### src/rtl/divider.sv
// Sequential unsigned restoring divider: one quotient bit per clock, result {remainder, quotient}.
// Latency 33 cycles from accepted start to done (1 cycle for a zero divisor); start is ignored while busy/done.
module divider #(
  parameter int          WIDTH = 32,
  parameter logic [5:0]  DIVU  = 6'b011011
) (
  input  logic                 clk,
  input  logic                 reset,
  input  logic [WIDTH-1:0]     dataA,
  input  logic [WIDTH-1:0]     dataB,
  input  logic [5:0]           Signal,
  input  logic                 start,
  output logic                 busy,
  output logic                 done,
  output logic                 div_by_zero,
  output logic [2*WIDTH-1:0]   dataOut
);

  localparam int CW = $clog2(WIDTH);
  localparam logic [CW-1:0] LAST = CW'(WIDTH - 1);

  localparam logic [1:0] IDLE = 2'd0;
  localparam logic [1:0] RUN  = 2'd1;
  localparam logic [1:0] DONE = 2'd2;

  logic [1:0]       state;
  logic [WIDTH-1:0] r;
  logic [WIDTH-1:0] q;
  logic [WIDTH-1:0] d;
  logic [CW-1:0]    count;

  // The partial remainder is always < divisor after a step, so only the shifted
  // value needs the extra bit for the compare/subtract.
  logic [WIDTH:0]   r_sh;
  logic [WIDTH:0]   r_sub;
  logic             ge;
  logic [WIDTH-1:0] r_next;
  logic [WIDTH-1:0] q_next;

  always_comb begin
    r_sh   = {r, q[WIDTH-1]};
    r_sub  = r_sh - {1'b0, d};
    ge     = (r_sh >= {1'b0, d});
    r_next = ge ? r_sub[WIDTH-1:0] : r_sh[WIDTH-1:0];
    q_next = {q[WIDTH-2:0], ge};
  end

  always_ff @(posedge clk or negedge reset) begin
    if (!reset) begin
      state       <= IDLE;
      r           <= '0;
      q           <= '0;
      d           <= '0;
      count       <= '0;
      div_by_zero <= 1'b0;
      dataOut     <= '0;
    end else begin
      case (state)
        IDLE: begin
          if (start && (Signal == DIVU)) begin
            d           <= dataB;
            q           <= dataA;
            r           <= '0;
            count       <= '0;
            div_by_zero <= 1'b0;
            if (dataB == '0) begin
              // Short path: same answer the full algorithm would reach.
              r           <= dataA;
              q           <= '1;
              div_by_zero <= 1'b1;
              dataOut     <= {dataA, {WIDTH{1'b1}}};
              state       <= DONE;
            end else begin
              state <= RUN;
            end
          end
        end
        RUN: begin
          r     <= r_next;
          q     <= q_next;
          count <= count + 1'b1;
          if (count == LAST) begin
            dataOut <= {r_next, q_next};
            state   <= DONE;
          end
        end
        DONE:    state <= IDLE;
        default: state <= IDLE;
      endcase
    end
  end

  assign busy = (state == RUN);
  assign done = (state == DONE);

endmodule

### config.mk
export PLATFORM = sky130hd
export DESIGN_NAME = divider
export DESIGN_NICKNAME = d
export VERILOG_FILES = /design/src/rtl/divider.sv
export SDC_FILE = /design/constraint.sdc
export NUM_CORES = 1
export LEC_CHECK = 0
export ABC_AREA = 1
export CELL_PAD_IN_SITES_DETAIL_PLACEMENT = 0
export CELL_PAD_IN_SITES_GLOBAL_PLACEMENT = 2
export CORE_UTILIZATION = 32
export DETAILED_ROUTE_END_ITERATION = 7
export GPL_TIMING_DRIVEN = 0
export PLACE_DENSITY = 0.8
export SLEW_MARGIN = 20
export SYNTH_ARGS = -nofsm -noshare
export SYNTH_HDL_FRONTEND = slang
export SYNTH_SLANG_ARGS = --single-unit
### constraint.sdc
create_clock -name clk -period 2.2 [get_ports clk]
set_input_delay 0.33 -clock clk [delete_from_list [all_inputs] [get_ports clk]]
set_output_delay 0.33 -clock clk [all_outputs]
set_load 0.01 [all_outputs]
==> metrics.md <==
| Metric | Value |
|---|---|
| Launching instance or port of the critical path | r[5] |
| Average size of a mapped cell | just over 7 µm² |
| Hold Violations, Final | 0 |
| Gate family responsible for the most delay along the worst path | simple AND/OR/NAND/NOR gates |
| Post-synthesis async set-or-reset flop share | 100% |
| Most instantiated library cell after synthesis | sky130_fd_sc_hd__nand2_1 |
| DR pass1 iterations | 5 |
| Required time of the worst setup path | approximately 2600 ps |
| Fraction of post-synthesis cell area in the top cell type by area | about 37% |
| Worst voltage drop across the vdd grid | approximately 0.00071 V |
| Final period util | 105% |
| Mean number of vias per cell | approximately 4.7 |
| Total overflow reported by the global router | 0 |
| Total number of yosys warnings | 0 |
| Number of synthesized register bits | between 150 and 200 |
| Slew at the pin closest to its max-slew limit | between 600 and 700 ps |
| Setup slack after layout | -102 ps |
| Area fraction in and, or, nand and nor cells after synthesis | a little over a third |
| Die X-Extent | approximately 190 µm |
| Critical path, cell by cell | ha_4 > nand2_4 > nor2_4 > nand3_2 > nand3_4 > nand2_4 > nand2_4 > nand3_4 > buf_6 > buf_6 > nand4_1 > nand3_4 > nand2_2 > inv_1 |
| Setup CP Type | flip-flop to flip-flop |
| Overall power of the completed layout | between 20 and 25 mW |
| Cell taking the most area after synthesis | sky130_fd_sc_hd__dfrtp_1 |
| Standard cell core area | approximately 0.035 mm² |
| Library cell used as clock root buffer | sky130_fd_sc_hd__clkbuf_16 |
| Layout Cell Area excl Fill | 0.0162 mm² |
| Failing checks | setup timing |
| Global-route usage over all layers | 22.9% |
| Top cells by instance count after synthesis | sky130_fd_sc_hd__nand2_1 (444), sky130_fd_sc_hd__inv_1 (283), sky130_fd_sc_hd__dfrtp_1 (168), sky130_fd_sc_hd__nor2_1 (112), sky130_fd_sc_hd__nand3_1 (102) |
| Static Leak | 8.06 nW |
| Metal-1 WL | approximately 18 mm |
| Largest cells by area after synthesis | sky130_fd_sc_hd__dfrtp_1 (37%), sky130_fd_sc_hd__nand2_1 (15%), sky130_fd_sc_hd__inv_1 (9.5%), sky130_fd_sc_hd__or2_2 (5.1%), sky130_fd_sc_hd__nand3_1 (4.5%) |
| Initial cell density of the core | between 30 and 40% |
| Area taken by flip-flops and latches | between 0.004 and 0.005 mm² |
| Wire length on met3 | 1.37 mm |
| TritonCTS clock tree | yes |
| Detail-routed net length per standard cell | between 15 and 20 µm |
| Startpoint class of the critical path | flip-flop |
| Post-Synth XOR/XNOR Area | 1.25% |
| Post-synth design cell area | between 0.01 and 0.015 mm² |
| Clk sinks | ~170 |
| Die Area | between 0.03 and 0.04 mm² |
| Synthesized instance count | 1597 |
| Syn nets | around 1700 |
| Vias in the first global route | roughly 11000 |
| First-pass GRT wire length | ~62 mm |
| Critical Path Max Stage Delay | between 400 and 500 ps |
| Skew final | 15.1 ps |
| Antenna-violating nets left | 0 |
| Top flip-flop cell by instance count after synthesis | sky130_fd_sc_hd__dfrtp_1 |
| Sequential fraction of the synthesis area | between 30% and 40% |
| Combinational family with the most area after synthesis | simple AND/OR/NAND/NOR gates |
| Total instance count after detailed placement | around 2200 |
| Worst skew pair latency | about 460 ps |
| Time the final worst path needs with I/O delays and setup | roughly 2300 ps |
| Multiplexer share of the synthesized area | 0% |
| Worst reg-to-reg path cell count | 14 |
| Layout net count | a little under 2000 |
| Endpoint with the worst hold slack | d[23] |
| Largest buffer count on any clock path | 2 |
| Final weighted congestion of routability-driven global placement | a little under 0.9 |
| Number of enable-type register cells in the synthesized netlist | 0 |
| Clock-pin slew reported for the worst setup and hold paths after clock tree synthesis | roughly 70 ps |
| DP Wirelength | 31.1 mm |
| Met2 routed wirelength | roughly 20 mm |
| Worst-path maximum fanout | 6 |
| Flop-to-flop setup slack | -100 ps |
| CP bufs+invs | 3 |
| Initial antenna violation count | 0 |
| Share of layout cells above drive strength 1 | a little under a third |
| RSZ-0062 raised after global routing | yes |
| Worst Hold Class | primary input to flip-flop |
| Num rows | 68 |
| Launching point of the worst reg2reg path | r[5] |
| Max-slew violations | 0 |
| Launch point of the worst hold path | dataB[23] |
| Capture point of the worst reg-to-reg path | dataOut[44] |
| Area used by multi-input combinational logic | 0.00697 mm² |
| Number of DRC violations after detailed-routing iteration 0 | about 620 |
| Fill cell count | between 3000 and 4000 |
| Cell area reported after detailed placement | 0.0132 mm² |
| Largest net degree at the start of global routing | just over 90 |
| Number of top-level design ports | 140 |
| Number of maximum-capacitance violations | 0 |
| Tightest slew margin relative to the limit | 58.3% |
| Max Used Layer | met4 |
| DRC violation count after routing | 0 |
| Nature of the critical path endpoint | flip-flop |
| Post-synth cell types | 46 |
| Area overhead of the layout relative to synthesis | 43.7% |
| Die span in y | between 150 and 200 µm |
| Final setup TNS | -1440 ps |
| IO Port Bufs | between 100 and 150 |
| Power per cell area | between 1000 and 1500 mW/mm² |
| Routed via count | 11000 |
| Crit path max-delay cell type | sky130_fd_sc_hd__dfrtp_2 |
| Min-Delay Path Depth | 3 |
| Inserted Clock Buffers | 17 |
| H-tree depth | 4 |
| Setup Viol. Count Final | 49 |
| Number of diodes | 0 |
| Detailed-route wire length | around 40 mm |
| Status | finished, violations left |
| FMAX | roughly 430 MHz |
| Arrival time at the worst endpoint | 2650 ps |
| Synth Area in Compound Gates | under 10% |
| Adder and majority gate portion of the synthesized area | 3.96% |
| Final non-filler cell total | between 2000 and 2500 |
-- how the worst max path moves through the flow --
stage / depth (start not counted) / endpoint / slack, ps
after floorplan: 11 / q[0] / 180
after global placement: 1 / d[25] / -6670
after detailed placement: 13 / dataOut[43] / -1260
after CTS: 14 / dataOut[44] / -60
after global routing: 16 / r[12] / -210
final: 14 / dataOut[44] / -100
-- logic make-up after synthesis --
kind of cell             count (synthesis)
AO/OA/AOI/OAI                          156
XOR/XNOR                                16
adder cells (fa/ha/maj)                 35
buffers and inverters                  357
flip-flops                             168
AND/OR/NAND/NOR                        865
-- registers in the layout, indices dropped and copies added, names as in the netlist --
register and flops:
d 32, count 5, q 32, dataOut 64
state 2, div_by_zero 1, r 32
-- worst reg2reg max path: cells and delay by family (launching register included) --
kind | cells | cell delay [ps]
buffers and inverters | 3 | 360
AND/OR/NAND/NOR | 10 | 1090
flip-flops | 1 | 440
adder cells (fa/ha/maj) | 1 | 310
-- routing by layer --
metal  track usage (%)  vias up
met5                 0        -
met2              38.8      180
li1                  -     5526
met4              6.64        0
met3              3.74       35
met1              29.7     5250
-- report_power, final --
| part | internal (mW) | total [mW] | leakage, nW | switching (mW) |
|---|---|---|---|---|
| Combinational | 6.27 | 14.4 | 5.77 | 8.18 |
| Sequential | 4.27 | 5.20 | 2.01 | 0.928 |
| Clock | 1.82 | 3.16 | 0.292 | 1.34 |
-- repair_timing --
action / CTS / global route
hold buffers: 1 / 0
buffers inserted: 70 / 17
pin swaps: 24 / 67
gates cloned: 3 / 2
gates resized for setup: 221 / 148
setup endpoints to repair: 154 / 121
hold endpoints to repair: 77 / 0
-- placed cells by master, fill, tap and decap left out, drive strengths merged, types with 6 or more instances in the layout --
master,n
a21oi,50
a41oi,31
and2,6
buf,127
clkbuf,52
clkdlybuf4s50,137
clkinv,6
dfrtp,168
ha,34
inv,292
nand2,450
nand3,133
nand4,42
nor2,121
nor3,12
nor4,6
o21ai,65
or2,94
xor2,15
-- per-stage QoR --
stage / setup slack, ps / hold WS (ps) / utilization, %
final: -102 / 456 / 46.8
after global routing: -210 / 467 / 46.8
after floorplan: 183 / 34.4 / -
after detailed placement: -1260 / 373 / 38.3
after global placement: -6670 / 462 / 38.2
after CTS: -56.8 / 443 / 44.6
-- area by class of cell --
type / instances / share of cell area [%]
multi-input combinational: 1073 / 43.2
sequential: 168 / 26.2
timing repair buffer: 232 / 13.7
inverter: 291 / 6.78
tap: 455 / 3.52
buffer: 65 / 2.97
clock buffer: 21 / 2.79
clock inverter: 11 / 0.891
No activity file was read; power rests on OpenSTA's default activity.
